File: src/rtl/insn_pkg.sv
// insn_pkg: shared encoder types and constants.
//   fmt_e          - instruction format codes carried on the fmt port
//   OPC_*          - RV32I major opcodes
//   insn_fields_t  - register/function/opcode payload handed to imm_pack
//   enc_state_e    - output register occupancy
//   fits_signed()  - true when a 32-bit value is representable in n signed bits
package insn_pkg;

    localparam int unsigned FMT_W  = 3;
    localparam int unsigned OPC_W  = 7;
    localparam int unsigned REG_W  = 5;
    localparam int unsigned F3_W   = 3;
    localparam int unsigned F7_W   = 7;
    localparam int unsigned INSN_W = 32;

    typedef enum logic [FMT_W-1:0] {
        FMT_U = 3'd0,
        FMT_I = 3'd1,
        FMT_S = 3'd2,
        FMT_B = 3'd3,
        FMT_J = 3'd4,
        FMT_R = 3'd5
    } fmt_e;

    localparam logic [OPC_W-1:0] OPC_LUI    = 7'b0110111;
    localparam logic [OPC_W-1:0] OPC_AUIPC  = 7'b0010111;
    localparam logic [OPC_W-1:0] OPC_JAL    = 7'b1101111;
    localparam logic [OPC_W-1:0] OPC_JALR   = 7'b1100111;
    localparam logic [OPC_W-1:0] OPC_BRANCH = 7'b1100011;
    localparam logic [OPC_W-1:0] OPC_LOAD   = 7'b0000011;
    localparam logic [OPC_W-1:0] OPC_STORE  = 7'b0100011;
    localparam logic [OPC_W-1:0] OPC_OP_IMM = 7'b0010011;
    localparam logic [OPC_W-1:0] OPC_OP     = 7'b0110011;

    typedef struct packed {
        logic [OPC_W-1:0] opcode;
        logic [REG_W-1:0] rd;
        logic [REG_W-1:0] rs1;
        logic [REG_W-1:0] rs2;
        logic [F3_W-1:0]  funct3;
        logic [F7_W-1:0]  funct7;
    } insn_fields_t;

    typedef enum logic {
        ST_EMPTY = 1'b0,
        ST_FULL  = 1'b1
    } enc_state_e;

    // Value fits in n signed bits when everything from bit n-1 upward is a sign copy.
    function automatic logic fits_signed(input logic [INSN_W-1:0] v, input int unsigned n);
        logic signed [INSN_W-1:0] hi;
        hi = $signed(v) >>> (n - 1);
        return (hi == '0) || (hi == '1);
    endfunction

endpackage

File: src/rtl/imm_pack.sv
// imm_pack: combinational RV32I field packing and immediate range check.
//   fmt       - format code (6/7 illegal -> insn_next=0, err_next=1)
//   fields    - opcode, rd, rs1, rs2, funct3, funct7
//   imm       - signed immediate (byte offset for B/J, full value for U)
//   insn_next - packed instruction word (truncated encoding even on error)
//   err_next  - immediate not representable or illegal format
module imm_pack
    import insn_pkg::*;
(
    input  logic [FMT_W-1:0]  fmt,
    input  insn_fields_t      fields,
    input  logic [INSN_W-1:0] imm,
    output logic [INSN_W-1:0] insn_next,
    output logic              err_next
);

    // Field placement per format.
    always_comb begin
        insn_next = '0;
        err_next  = 1'b0;
        case (fmt)
            FMT_U: begin
                insn_next = {imm[31:12], fields.rd, fields.opcode};
                err_next  = (imm[11:0] != 12'd0);
            end
            FMT_I: begin
                insn_next = {imm[11:0], fields.rs1, fields.funct3, fields.rd, fields.opcode};
                err_next  = !fits_signed(imm, 12);
            end
            FMT_S: begin
                insn_next = {imm[11:5], fields.rs2, fields.rs1, fields.funct3,
                             imm[4:0], fields.opcode};
                err_next  = !fits_signed(imm, 12);
            end
            FMT_B: begin
                insn_next = {imm[12], imm[10:5], fields.rs2, fields.rs1, fields.funct3,
                             imm[4:1], imm[11], fields.opcode};
                // 13-bit signed range with bit 0 zero caps the top at 4094.
                err_next  = !fits_signed(imm, 13) || imm[0];
            end
            FMT_J: begin
                insn_next = {imm[20], imm[10:1], imm[11], imm[19:12], fields.rd, fields.opcode};
                err_next  = !fits_signed(imm, 21) || imm[0];
            end
            FMT_R: begin
                insn_next = {fields.funct7, fields.rs2, fields.rs1, fields.funct3,
                             fields.rd, fields.opcode};
                err_next  = 1'b0;
            end
            default: begin
                insn_next = '0;
                err_next  = 1'b1;
            end
        endcase
    end

endmodule

File: src/rtl/insn_enc.sv
// insn_enc: RV32I instruction encoder with a one-entry valid/ready output register.
//   clk, rst            - clock, synchronous active-high reset
//   in_valid, in_ready  - request handshake (in_ready is combinational)
//   fmt, opcode, rd, rs1, rs2, funct3, funct7, imm - request fields
//   out_valid, out_ready - result handshake
//   insn, err           - registered encoding and error flag
//   count               - wrapping count of output handshakes
module insn_enc
    import insn_pkg::*;
#(
    parameter int unsigned CNT_W = 16
) (
    input  logic              clk,
    input  logic              rst,
    input  logic              in_valid,
    output logic              in_ready,
    input  logic [FMT_W-1:0]  fmt,
    input  logic [OPC_W-1:0]  opcode,
    input  logic [REG_W-1:0]  rd,
    input  logic [REG_W-1:0]  rs1,
    input  logic [REG_W-1:0]  rs2,
    input  logic [F3_W-1:0]   funct3,
    input  logic [F7_W-1:0]   funct7,
    input  logic [INSN_W-1:0] imm,
    output logic              out_valid,
    input  logic              out_ready,
    output logic [INSN_W-1:0] insn,
    output logic              err,
    output logic [CNT_W-1:0]  count
);

    enc_state_e        state_q;
    enc_state_e        state_d;
    logic              load_c;
    logic              take_c;
    insn_fields_t      fields;
    logic [INSN_W-1:0] insn_next;
    logic              err_next;

    assign fields = '{opcode: opcode, rd: rd, rs1: rs1, rs2: rs2,
                      funct3: funct3, funct7: funct7};

    imm_pack u_imm_pack (
        .fmt       (fmt),
        .fields    (fields),
        .imm       (imm),
        .insn_next (insn_next),
        .err_next  (err_next)
    );

    // State register.
    always_ff @(posedge clk) begin
        if (rst) begin
            state_q <= ST_EMPTY;
        end else begin
            state_q <= state_d;
        end
    end

    // Next state: fill on request, drain when consumer takes without a refill.
    always_comb begin
        state_d = state_q;
        case (state_q)
            ST_EMPTY: if (in_valid)               state_d = ST_FULL;
            ST_FULL:  if (out_ready && !in_valid) state_d = ST_EMPTY;
            default:                              state_d = ST_EMPTY;
        endcase
    end

    // Handshake decode; a full register can refill in the cycle it is drained.
    always_comb begin
        in_ready  = (state_q == ST_EMPTY) || out_ready;
        out_valid = (state_q == ST_FULL);
        load_c    = in_valid && in_ready;
        take_c    = out_valid && out_ready;
    end

    // Output register and handshake counter.
    always_ff @(posedge clk) begin
        if (rst) begin
            insn  <= '0;
            err   <= 1'b0;
            count <= '0;
        end else begin
            if (load_c) begin
                insn <= insn_next;
                err  <= err_next;
            end
            if (take_c) begin
                count <= count + CNT_W'(1);
            end
        end
    end

endmodule
File: config.mk
export PLATFORM = sky130hd
export DESIGN_NAME = insn_enc
export DESIGN_NICKNAME = d
export VERILOG_FILES = /design/src/rtl/insn_pkg.sv /design/src/rtl/imm_pack.sv /design/src/rtl/insn_enc.sv
export SDC_FILE = /design/constraint.sdc
export NUM_CORES = 1
export LEC_CHECK = 0
export CAP_MARGIN = 25
export CELL_PAD_IN_SITES_DETAIL_PLACEMENT = 1
export CELL_PAD_IN_SITES_GLOBAL_PLACEMENT = 1
export CORE_AREA = 4 4 124 79
export DETAILED_ROUTE_END_ITERATION = 8
export DIE_AREA = 0 0 128 83
export MAX_ROUTING_LAYER = met4
export PLACE_DENSITY = 0.82
export SLEW_MARGIN = 40
export SYNTH_ARGS = -nofsm -noshare
export SYNTH_HDL_FRONTEND = slang
export SYNTH_SLANG_ARGS = --single-unit
File: constraint.sdc
create_clock -name clk -period 2.29 [get_ports clk]
set_input_delay 0.5725 -clock clk [delete_from_list [all_inputs] [get_ports clk]]
set_output_delay 0.5725 -clock clk [all_outputs]
set_load 0.1 [all_outputs]
After elaboration in Yosys (flattened, before gate mapping) --
Index checks and enable logic that the tools add are counted.
Storage, ports and cells: register bits 50, latch bits 0, memory bits (writable) 0, bits in read-only memories 0, input bits 71, output and inout bits 51, word-level logic and storage cells 38, memories kept 0
Cells by class: add/subtract/negate cells 1, multiply operators 0, divide/modulo/power cells 0, order comparisons 0, eq/ne operators 8, shifts and indexed selects 0, muxes and demuxes 5, bitwise operators 1, reductions and logical operators 19
Operator list (count):
- 32-bit one-hot mux with 6 select lines | 1
- 32-bit equality test (second input constant) | 3
- 32-bit zero test | 3
- 16-bit by 1-bit adder with 16-bit output (second input constant) | 1
- 12-bit nonzero test | 1
- 3-bit by 2-bit equality test with 1-bit output (second input constant) | 2
- 3-bit equality test (second input constant) | 2
- 1-bit logical OR | 6
- 1-bit one-hot mux with 5 select lines | 1
- 1-bit zero test | 4
- 3-bit by 1-bit equality test with 1-bit output (second input constant) | 1
- 1-bit logical AND | 3
- 3-bit zero test | 1
- 1-bit 2-to-1 mux | 2
- 1-bit one-hot mux with 2 select lines | 1
- 2-bit OR reduction | 1
- 1-bit NOT | 1

Longest topological paths before layout --
Gate-level depths: netlist (run 1).
depth after elaboration 5, depth in mapped cells 7, mapped depth without buffers 6

Hierarchy --
A second synthesis (run 1) with hierarchy kept.
Unflattened totals: cells, all modules 386, area total of the unflattened synthesis 3034.2 µm²
By module, submodules not included:
- insn_enc | times used 1, cells an instance 231, area an instance 2047.0 µm², seq. area each 1001.0 µm²
- imm_pack | times used 1, cells an instance 155, area an instance 987.2 µm², seq. area each 0.0 µm²

Least setup slack after synthesis (run 1) --
Ideal clock, no wire load.
path kind reg2reg, start reg state_q (netlist: out_valid), end reg insn[12], library setup time 0.068 ns, arrival 2.517 ns, data required time 2.222 ns, path slack -0.295 ns, stages on the path, launching flop included 6, path buffers 1, period minus slack after synthesis 2.585 ns, cells stage by stage dfxtp_1 nand2b_2 nand2_2 clkbuf_1 a22oi_1 nor2_1
On the way: word-level cells in the longest chain between the ends 3
RTL lines:
- start, declared | RTL line insn_enc.sv:32 | enc_state_e state_q;
- start signal, assigned | RTL line insn_enc.sv:56 | state_q <= state_d;
- 1-bit NOT
- 1-bit logical OR | RTL line insn_enc.sv:72 | in_ready = (state_q == ST_EMPTY) || out_ready;
- via in_ready | RTL line insn_enc.sv:16 | output logic in_ready,
- 1-bit logical AND | RTL line insn_enc.sv:74 | load_c = in_valid && in_ready;
- end signal, assigned | RTL line insn_enc.sv:86 | insn <= insn_next;
- end, declared | RTL line insn_enc.sv:27 | output logic [INSN_W-1:0] insn,
The timed path passes the listed nets, and every way through them passes these cells. A chain may end at the register's enable or synchronous reset.

Worst setup path after layout (run 1) --
start in out_ready, end out in_ready
On the way: word-level cells in the longest chain between the ends 1
RTL lines:
- start, declared | RTL line insn_enc.sv:26 | input logic out_ready,
- 1-bit logical OR | RTL line insn_enc.sv:72
- end, declared | RTL line insn_enc.sv:16
No other way between the ends.

==> results of run 1 <==
cell families after synthesis:
group | after synthesis | synth area share
adder cells (fa/ha/maj) | 1 | 0.00465
AND/OR/NAND/NOR | 140 | 0.254
multiplexers | 16 | 0.0689
flip-flops | 50 | 0.372
XOR/XNOR | 14 | 0.0456
AO/OA/AOI/OAI | 78 | 0.200
buffers and inverters | 32 | 0.0554
metal layers:
| layer | share of wire | global-route usage |
|---|---|---|
| met1 | 0.47 | 0.281 |
| met2 | 0.44 | 0.302 |
| met4 | 0.0090 | 0.0270 |
| met3 | 0.078 | 0.0533 |
| met5 | 0 | - |
worst max-delay path, stage by stage:
cell and delay (ps):
clkdlybuf4s50_1 550, nand2b_2 230, buf_12 190
through the flow:
| stage | util | power [mW] | worst slack [ps] |
|---|---|---|---|
| finish | 0.471 | 2.63 | 176 |
| global route | 0.471 | 2.74 | 124 |
| CTS | 0.471 | 2.66 | 172 |
| detailed placement | 0.452 | 1.79 | -42.0 |
| global placement | 0.452 | 1.78 | 57.3 |
| floorplan | - | 1.49 | 37.5 |
layout make-up:
cell class	count	area [um2]	share of cell area
multi-input cells	249	1540	0.372
repair buffers	135	1250	0.301
flip-flops and latches	50	1000	0.242
well taps	116	145	0.0351
clock buffers	6	129	0.0312
clock inverters	2	37.5	0.00907
inverters	10	37.5	0.00907
cells in the mapped netlist (7+ instances only):
| master | number |
|---|---|
| nor2_1 | 53 |
| dfxtp_1 | 50 |
| nand2_1 | 24 |
| a21oi_1 | 20 |
| a22oi_1 | 16 |
| a211oi_1 | 14 |
| nor3_1 | 13 |
| a221oi_1 | 12 |
| nand3_1 | 12 |
| inv_1 | 10 |
| mux2_2 | 10 |
| o21ai_0 | 10 |
| clkbuf_1 | 9 |
| buf_2 | 8 |
| nor2b_1 | 8 |
| nor4_1 | 8 |
| xor2_1 | 8 |
| nand4_1 | 7 |
worst max path at each step:
stage | from | to | slack (ps) | depth (start not counted)
after CTS | out_ready | in_ready | 170 | 3
after global routing | fmt[1] | insn[20] | 120 | 6
after global placement | fmt[0] | insn[29] | 60 | 7
after floorplan | count[0] | count[12] | 40 | 6
final | out_ready | in_ready | 180 | 3
after detailed placement | fmt[0] | insn[24] | -40 | 6
power groups by stage:
stage / clock network (mW) / logic (mW) / registers [mW]
floorplan: 0 / 0.209 / 1.28
global placement: 0 / 0.816 / 0.961
detailed placement: 0 / 0.830 / 0.964
CTS: 0.880 / 0.834 / 0.944
global route: 0.914 / 0.880 / 0.949
finish: 0.855 / 0.829 / 0.943
sequential cells by signal, summed over array words and instances (netlist names):
name and flops:
out_valid 1, insn 32, count 16, err 1
==> results.sh, run 1 <==
export IMPL_clock_skew_ps=5.16
export IMPL_status="finished clean"
export IMPL_fin_area_um2=4140
export IMPL_grt_pass1_vias=3203
export IMPL_timing_rr_start="count[0]"
export IMPL_core_um2=8780
export IMPL_seq_area_frac_synth=0.372
export IMPL_cts_setup_buffers=0
export IMPL_postCtsResizedCells=0
export IMPL_power_leakage_nw=1.62
export IMPL_yosys_most_used_dff="dfxtp_1"
export IMPL_hp_class="reg2reg"
export IMPL_numPortBuffers=121
export IMPL_diodes=0
export IMPL_track_usage=0.202
export IMPL_r2r_end="count[14]"
export IMPL_layout_drive_gt1_share=0.206
export IMPL_rsz0062_at_grt="no"
export IMPL_die_h_um=83
export IMPL_grt_max_degree=33
export IMPL_hold_worst_slack_ps=497
export IMPL_min_period_ps=2110
export IMPL_ys_warn_count=0
export IMPL_ys_seq_elements=50
export IMPL_power_density_nw_per_um2=635
export IMPL_synth_fp_nets=403
export IMPL_cts_root_buf="clkbuf_16"
export IMPL_grt_overflow_total=0
export IMPL_wl_per_cell_um=18.1
export IMPL_area_delta_synth_final_pct=53.8
export IMPL_p_clk_frac=0.325
export IMPL_fp_row_count=27
export IMPL_h_tree_depth=2
export IMPL_maxSlewHeadroom=0.710
export IMPL_cts_tree="done"
export IMPL_grt_pass1_wl_mm=16.9
export IMPL_hold_path_startpoint="insn[25]"
export IMPL_cts_buffers=5
export IMPL_synth_top_area_share=0.372
export IMPL_antenna_found_initial=0
export IMPL_p_sw_frac=0.350
export IMPL_maxCapViolCount=0
export IMPL_synth_area_top_cells="dfxtp_1 (37%), nor2_1 (7.4%), a22oi_1 (4.5%)"
export IMPL_routed_via_count=2985
export IMPL_die_area_um2=10600
export IMPL_layout_cells_most_common_list="clkdlybuf4s50_1 (69), buf_4 (60), nor2_1 (53)"
export IMPL_crit_path_max_fanout=5
export IMPL_netlist_instances=331
export IMPL_slew_viol_final=0
export IMPL_synth_top_area_cell="dfxtp_1"
export IMPL_min_to="insn[25]"
export IMPL_avgSynthCellArea_um2=8.12
export IMPL_dp_cells=560
export IMPL_cp_arrival_ps=1540
export IMPL_drcViolationCount=0
export IMPL_stdcell_count=568
export IMPL_setup_viol=0
export IMPL_postRouteAntennaNets=0
export IMPL_cts_sinks=50
export IMPL_gp_congestion=0.857
export IMPL_path_clk_slew_ps=60
export IMPL_ctsHoldBuffers=0
export IMPL_required_ps=1720
export IMPL_drt_wl_total_mm=10.3
export IMPL_p_sw_uw=919
export IMPL_postPlaceCellArea_um2=3970
export IMPL_finalNetCount=523
export IMPL_setup_tns_ps=0
export IMPL_clockBufferDepth=2
export IMPL_end_kind="output port"
export IMPL_r2r_setup_slack_ps=690
export IMPL_min_path_cells=2
export IMPL_viasPerCell=5.26
export IMPL_intPower_mw=1.71
export IMPL_critPathKind="in2out"
export IMPL_mostFrequentLayoutCell="clkdlybuf4s50_1"
export IMPL_hpwl_mm=8.18
export IMPL_power_frac_comb=0.316
export IMPL_async_flop_share=0
export IMPL_synth_edff_count=0
export IMPL_irDropWorstVdd_v=0.000338
export IMPL_die_w_um=128
export IMPL_maxClockFrequency_ghz=0.473
export IMPL_finalHoldViolations=0
export IMPL_syn_area_um2=2690
export IMPL_initial_core_util=0.306
export IMPL_synth_distinct_cells=42
export IMPL_clk_latency_ps=290
export IMPL_first_pass_iters=4
export IMPL_drtIter0Drc=173
export IMPL_finalCritPeriodShare=0.923
export IMPL_worst_slew_pin_transition_ps=434
export IMPL_io_pins=122
export IMPL_fillers=1066
export IMPL_startpoint_type="input port"
export IMPL_rr_worst_depth=6
export IMPL_seq_power_share=0.359
No activity file was read; power rests on OpenSTA's default activity.
==> run 2, diff against run 1 <==
- clock period: 2.29 -> 2.53 ns (I/O delays scaled with it)
==> results.sh, run 2 (synthesis results as in run 1) <==
export IMPL_antenna_found_initial=0
export IMPL_drcViolationCount=0
export IMPL_hold_worst_slack_ps=502
export IMPL_ctsHoldBuffers=0
export IMPL_cts_root_buf="clkbuf_16"
export IMPL_use_met2=0.271
export IMPL_postPlaceCellArea_um2=3960
export IMPL_finalNetCount=521
export IMPL_drtIter0Drc=145
export IMPL_grt_pass1_vias=3032
export IMPL_maxClockFrequency_ghz=0.444
export IMPL_fillers=1071
export IMPL_clk_latency_ps=290
export IMPL_finalCritPeriodShare=0.890
export IMPL_top_register="insn"
export IMPL_cts_sinks=50
export IMPL_grt_pass1_wl_mm=15.5
export IMPL_slowest_stage="clkdlybuf4s50_1"
export IMPL_required_ps=1900
export IMPL_seq_power_share=0.363
export IMPL_intPower_mw=1.55
export IMPL_critPathMaxStageDelay_ps=540
export IMPL_fp_row_count=27
export IMPL_p_sw_frac=0.344
export IMPL_min_period_ps=2250
export IMPL_critPathKind="in2out"
export IMPL_maxSlewHeadroom=0.649
export IMPL_postCtsResizedCells=0
export IMPL_mostFrequentLayoutCell="clkdlybuf4s50_1"
export IMPL_status="finished clean"
export IMPL_postRouteAntennaNets=0
export IMPL_reg_largest_list="insn (32), count (16)"
export IMPL_met1_usage=0.266
export IMPL_p_sw_uw=810
export IMPL_multi_input_comb_area_um2=1540
export IMPL_end_kind="output port"
export IMPL_path_clk_slew_ps=70
export IMPL_io_pins=122
export IMPL_cp_arrival_ps=1620
export IMPL_die_w_um=128
export IMPL_power_frac_comb=0.316
export IMPL_grt_busiest_layer="met2"
export IMPL_viasPerCell=5.12
export IMPL_critPathTopFamily="buffers and inverters"
export IMPL_maxCapViolCount=0
export IMPL_first_pass_iters=4
export IMPL_power_leakage_nw=1.61
export IMPL_track_usage=0.186
export IMPL_irDropWorstVdd_v=0.000296
export IMPL_clockBufferDepth=2
export IMPL_crit_chain="clkdlybuf4s50_1 -> nand2b_2 -> buf_12"
export IMPL_p_clk_frac=0.321
export IMPL_finalHoldViolations=0
export IMPL_grt_overflow_total=0
export IMPL_wl_per_cell_um=17.2
export IMPL_h_tree_depth=2
export IMPL_drt_wl_total_mm=9.72
export IMPL_power_density_nw_per_um2=572
export IMPL_core_um2=8780
export IMPL_setup_viol=0
export IMPL_layout_drive_gt1_share=0.202
export IMPL_startpoint_type="input port"
export IMPL_cts_tree="done"
export IMPL_numPortBuffers=121
export IMPL_gp_congestion=0.822
export IMPL_initial_core_util=0.306
export IMPL_diodes=0
export IMPL_die_area_um2=10600
export IMPL_slew_viol_final=0
export IMPL_cts_setup_buffers=0
export IMPL_largest_register_ffs=32
export IMPL_worst_slew_pin_transition_ps=527
export IMPL_setup_tns_ps=0
export IMPL_clock_skew_ps=4.23
export IMPL_fin_area_um2=4120
export IMPL_crit_path_max_fanout=5
export IMPL_hp_class="reg2reg"
export IMPL_hpwl_mm=7.79
export IMPL_area_sequential_um2=1000
export IMPL_layout_cells_most_common_list="clkdlybuf4s50_1 (69), buf_4 (58), nor2_1 (53)"
export IMPL_area_delta_synth_final_pct=53.3
export IMPL_routed_via_count=2897
export IMPL_grt_max_degree=47
export IMPL_cp_num_buf_inv=2
export IMPL_die_h_um=83
export IMPL_use_met3=0.0431
export IMPL_rsz0062_at_grt="no"
export IMPL_cts_buffers=5
-- run 2: changes by cell type in the layout (fill, tap and decap cells not counted), sizes merged --
cell | previous run | this run
buf | 66 | 64
-- run 2: cell type report --
| class | count | area share |
|---|---|---|
| clock inverter | 2 | 0.00911 |
| tap | 116 | 0.0352 |
| inverter | 10 | 0.00911 |
| clock buffer | 6 | 0.0313 |
| timing repair buffer | 133 | 0.299 |
| multi-input combinational | 249 | 0.373 |
| sequential | 50 | 0.243 |
-- run 2: metal layers --
layer	up-vias	part of all wire	wire length, um
met3	6	0.073	706
met4	0	0.0072	70
li1	1432	-	-
met1	1354	0.49	4780
met5	-	0	0
met2	105	0.43	4160
-- run 2: worst register-to-register path: stages (launching register included) --
cell and delay [ps]:
dfxtp_1 410, ha_1 190, nand4_1 130, nor3_2 360, nand3_1 140, xor2_1 150, nor2_1 50
-- run 2: power by group through the flow --
stage | registers (mW) | logic, mW | clock network [mW]
3_3_place_gp | 0.870 | 0.737 | 0
2_1_floorplan | 1.16 | 0.189 | 0
5_1_grt | 0.859 | 0.786 | 0.822
3_5_place_dp | 0.872 | 0.746 | 0
4_1_cts | 0.855 | 0.748 | 0.786
6_report | 0.854 | 0.745 | 0.757
-- run 2: final timing paths --
kind / startpoint / end / slack, ps / cells past startpoint
worst min register to register: insn[26] / insn[26] / 500 / 2
worst min-delay path: insn[26] / insn[26] / 500 / 2
worst max-delay path: out_ready / in_ready / 280 / 3
worst max register to register: count[0] / count[14] / 970 / 6
-- run 2: through the flow --
| step | setup WS, ps | cells | utilization | power, mW |
|---|---|---|---|---|
| finish | 277 | 566 | 0.469 | 2.36 |
| global route | 233 | 566 | 0.469 | 2.47 |
| CTS | 261 | 566 | 0.469 | 2.39 |
| detailed placement | 62.7 | 558 | 0.450 | 1.62 |
| global placement | 175 | 558 | 0.450 | 1.61 |
| floorplan | 277 | 331 | - | 1.34 |
==> run 3, diff against run 2 <==
- SLEW_MARGIN: 40 -> default
==> results of run 3 <==
The final DEF is identical to that of run 2; final timing and power are the same.
==> variant, RTL diff (config.mk and constraints of run 2) <==
Make the reset (`rst`) asynchronous in 2 clocked blocks. Comments in the files are not updated.
--- a/src/rtl/insn_enc.sv
+++ b/src/rtl/insn_enc.sv
@@ -49,7 +49,7 @@
     );
 
     // State register.
-    always_ff @(posedge clk) begin
+    always_ff @(posedge clk or posedge rst) begin
         if (rst) begin
             state_q <= ST_EMPTY;
         end else begin
@@ -76,7 +76,7 @@
     end
 
     // Output register and handshake counter.
-    always_ff @(posedge clk) begin
+    always_ff @(posedge clk or posedge rst) begin
         if (rst) begin
             insn  <= '0;
             err   <= 1'b0;
Check against the original RTL: differs if rst is asserted again (counterexample within 4 cycles, from zero or initial values and one cycle with rst high); with rst held inactive, the same outputs for 10 cycles.
==> variant against run 2 <==
- wire length is 8.2% higher
- clock skew up 0.0024 ns
- via count fell by 2.8%
- final area grew 3.1%
- worst setup slack better by 0.055 ns
- area after synthesis rose by 4.4%
- sequential cell count unchanged
Power is not compared: it rests on default switching activity, and its combinational part moved more than twofold at a synthesized area within 25%.
==> variant: results (changes against run 2) <==
* Status: finished clean (unchanged)
* DR WL met3 at 533 um (was 706 um)
* Pin count of the biggest net entering global routing at 46 (was 47)
* Worst Path Max Fanout at 3 (was 5)
* WP data arrival at 2.36 ns (was 1.62 ns)
* Fill count at 1,046 (was 1,071)
* Buffering overhead at 0.288 (was 0.299)
* Hold Path Origin: insn[0]$_DFFE_PP0P_ (was insn[26]$_SDFFE_PP0P_)
* Logic inverters at 9 (was 10)
* Multi-In Gates at 228 (was 249)
* Seq_cells at 50 (unchanged)
* Pre-CTS WS at 0.210 ns (was 0.0627 ns)
* Routed via count at 2,815 (was 2,897)
* Vias per Instance at 5.16 (was 5.12)
* WL/cell at 19.3 um (was 17.2 um)
* Compound-gate portion of the synthesized area at 0.131 (was 0.200)
* Sequential share of the synthesized area at 0.446 (was 0.372)
* Adder-Cell Fraction of Synth Area at 0.00446 (was 0.00465)
* # nets final at 501 (was 521)
* M2 GR Usage at 0.327 (was 0.271)
* Mapped Nets at 376 (was 403)
* Multi-input gate share of the layout cell area at 0.335 (was 0.373)
* Grt met3 use at 0.0296 (was 0.0431)
* Met1 GRT Util at 0.285 (was 0.266)
* Async S/R FF share, synth at 1.00 (was 0)
-- variant: cell count changes in the layout (fill, tap and decap cells not counted), moves of 8 or more --
cell and delta:
a221oi_1 -10, a22oi_1 -10, dfrtp_1 +50, dfxtp_1 -49
mux2_2 -8, mux2i_1 +20, nand2_1 +29, nand3_1 +8
nor2_1 -41, nor3_1 -12, o21ai_0 +14
-- variant: worst paths after layout --
check,to,depth (start not counted),slack (ns)
min in group asynchronous,count[6]$_DFFE_PP0P_,2,0.69
setup / recovery,err$_DFFE_PP0P_,6,0.33
max in group asynchronous,insn[1]$_DFFE_PP0P_,3,1.30
hold / removal,insn[0]$_DFFE_PP0P_,2,0.48
hold reg to reg,insn[0]$_DFFE_PP0P_,2,0.48
setup reg to reg,count[15]$_DFFE_PP0P_,5,0.93
-- variant: through the flow --
stage | total power (uW) | hold WS, ns
after floorplan | 2180 | 0.741
after global placement | 2620 | 0.455
after detailed placement | 2650 | 0.470
after CTS | 3450 | 0.492
after global routing | 3570 | 0.516
final | 3420 | 0.484
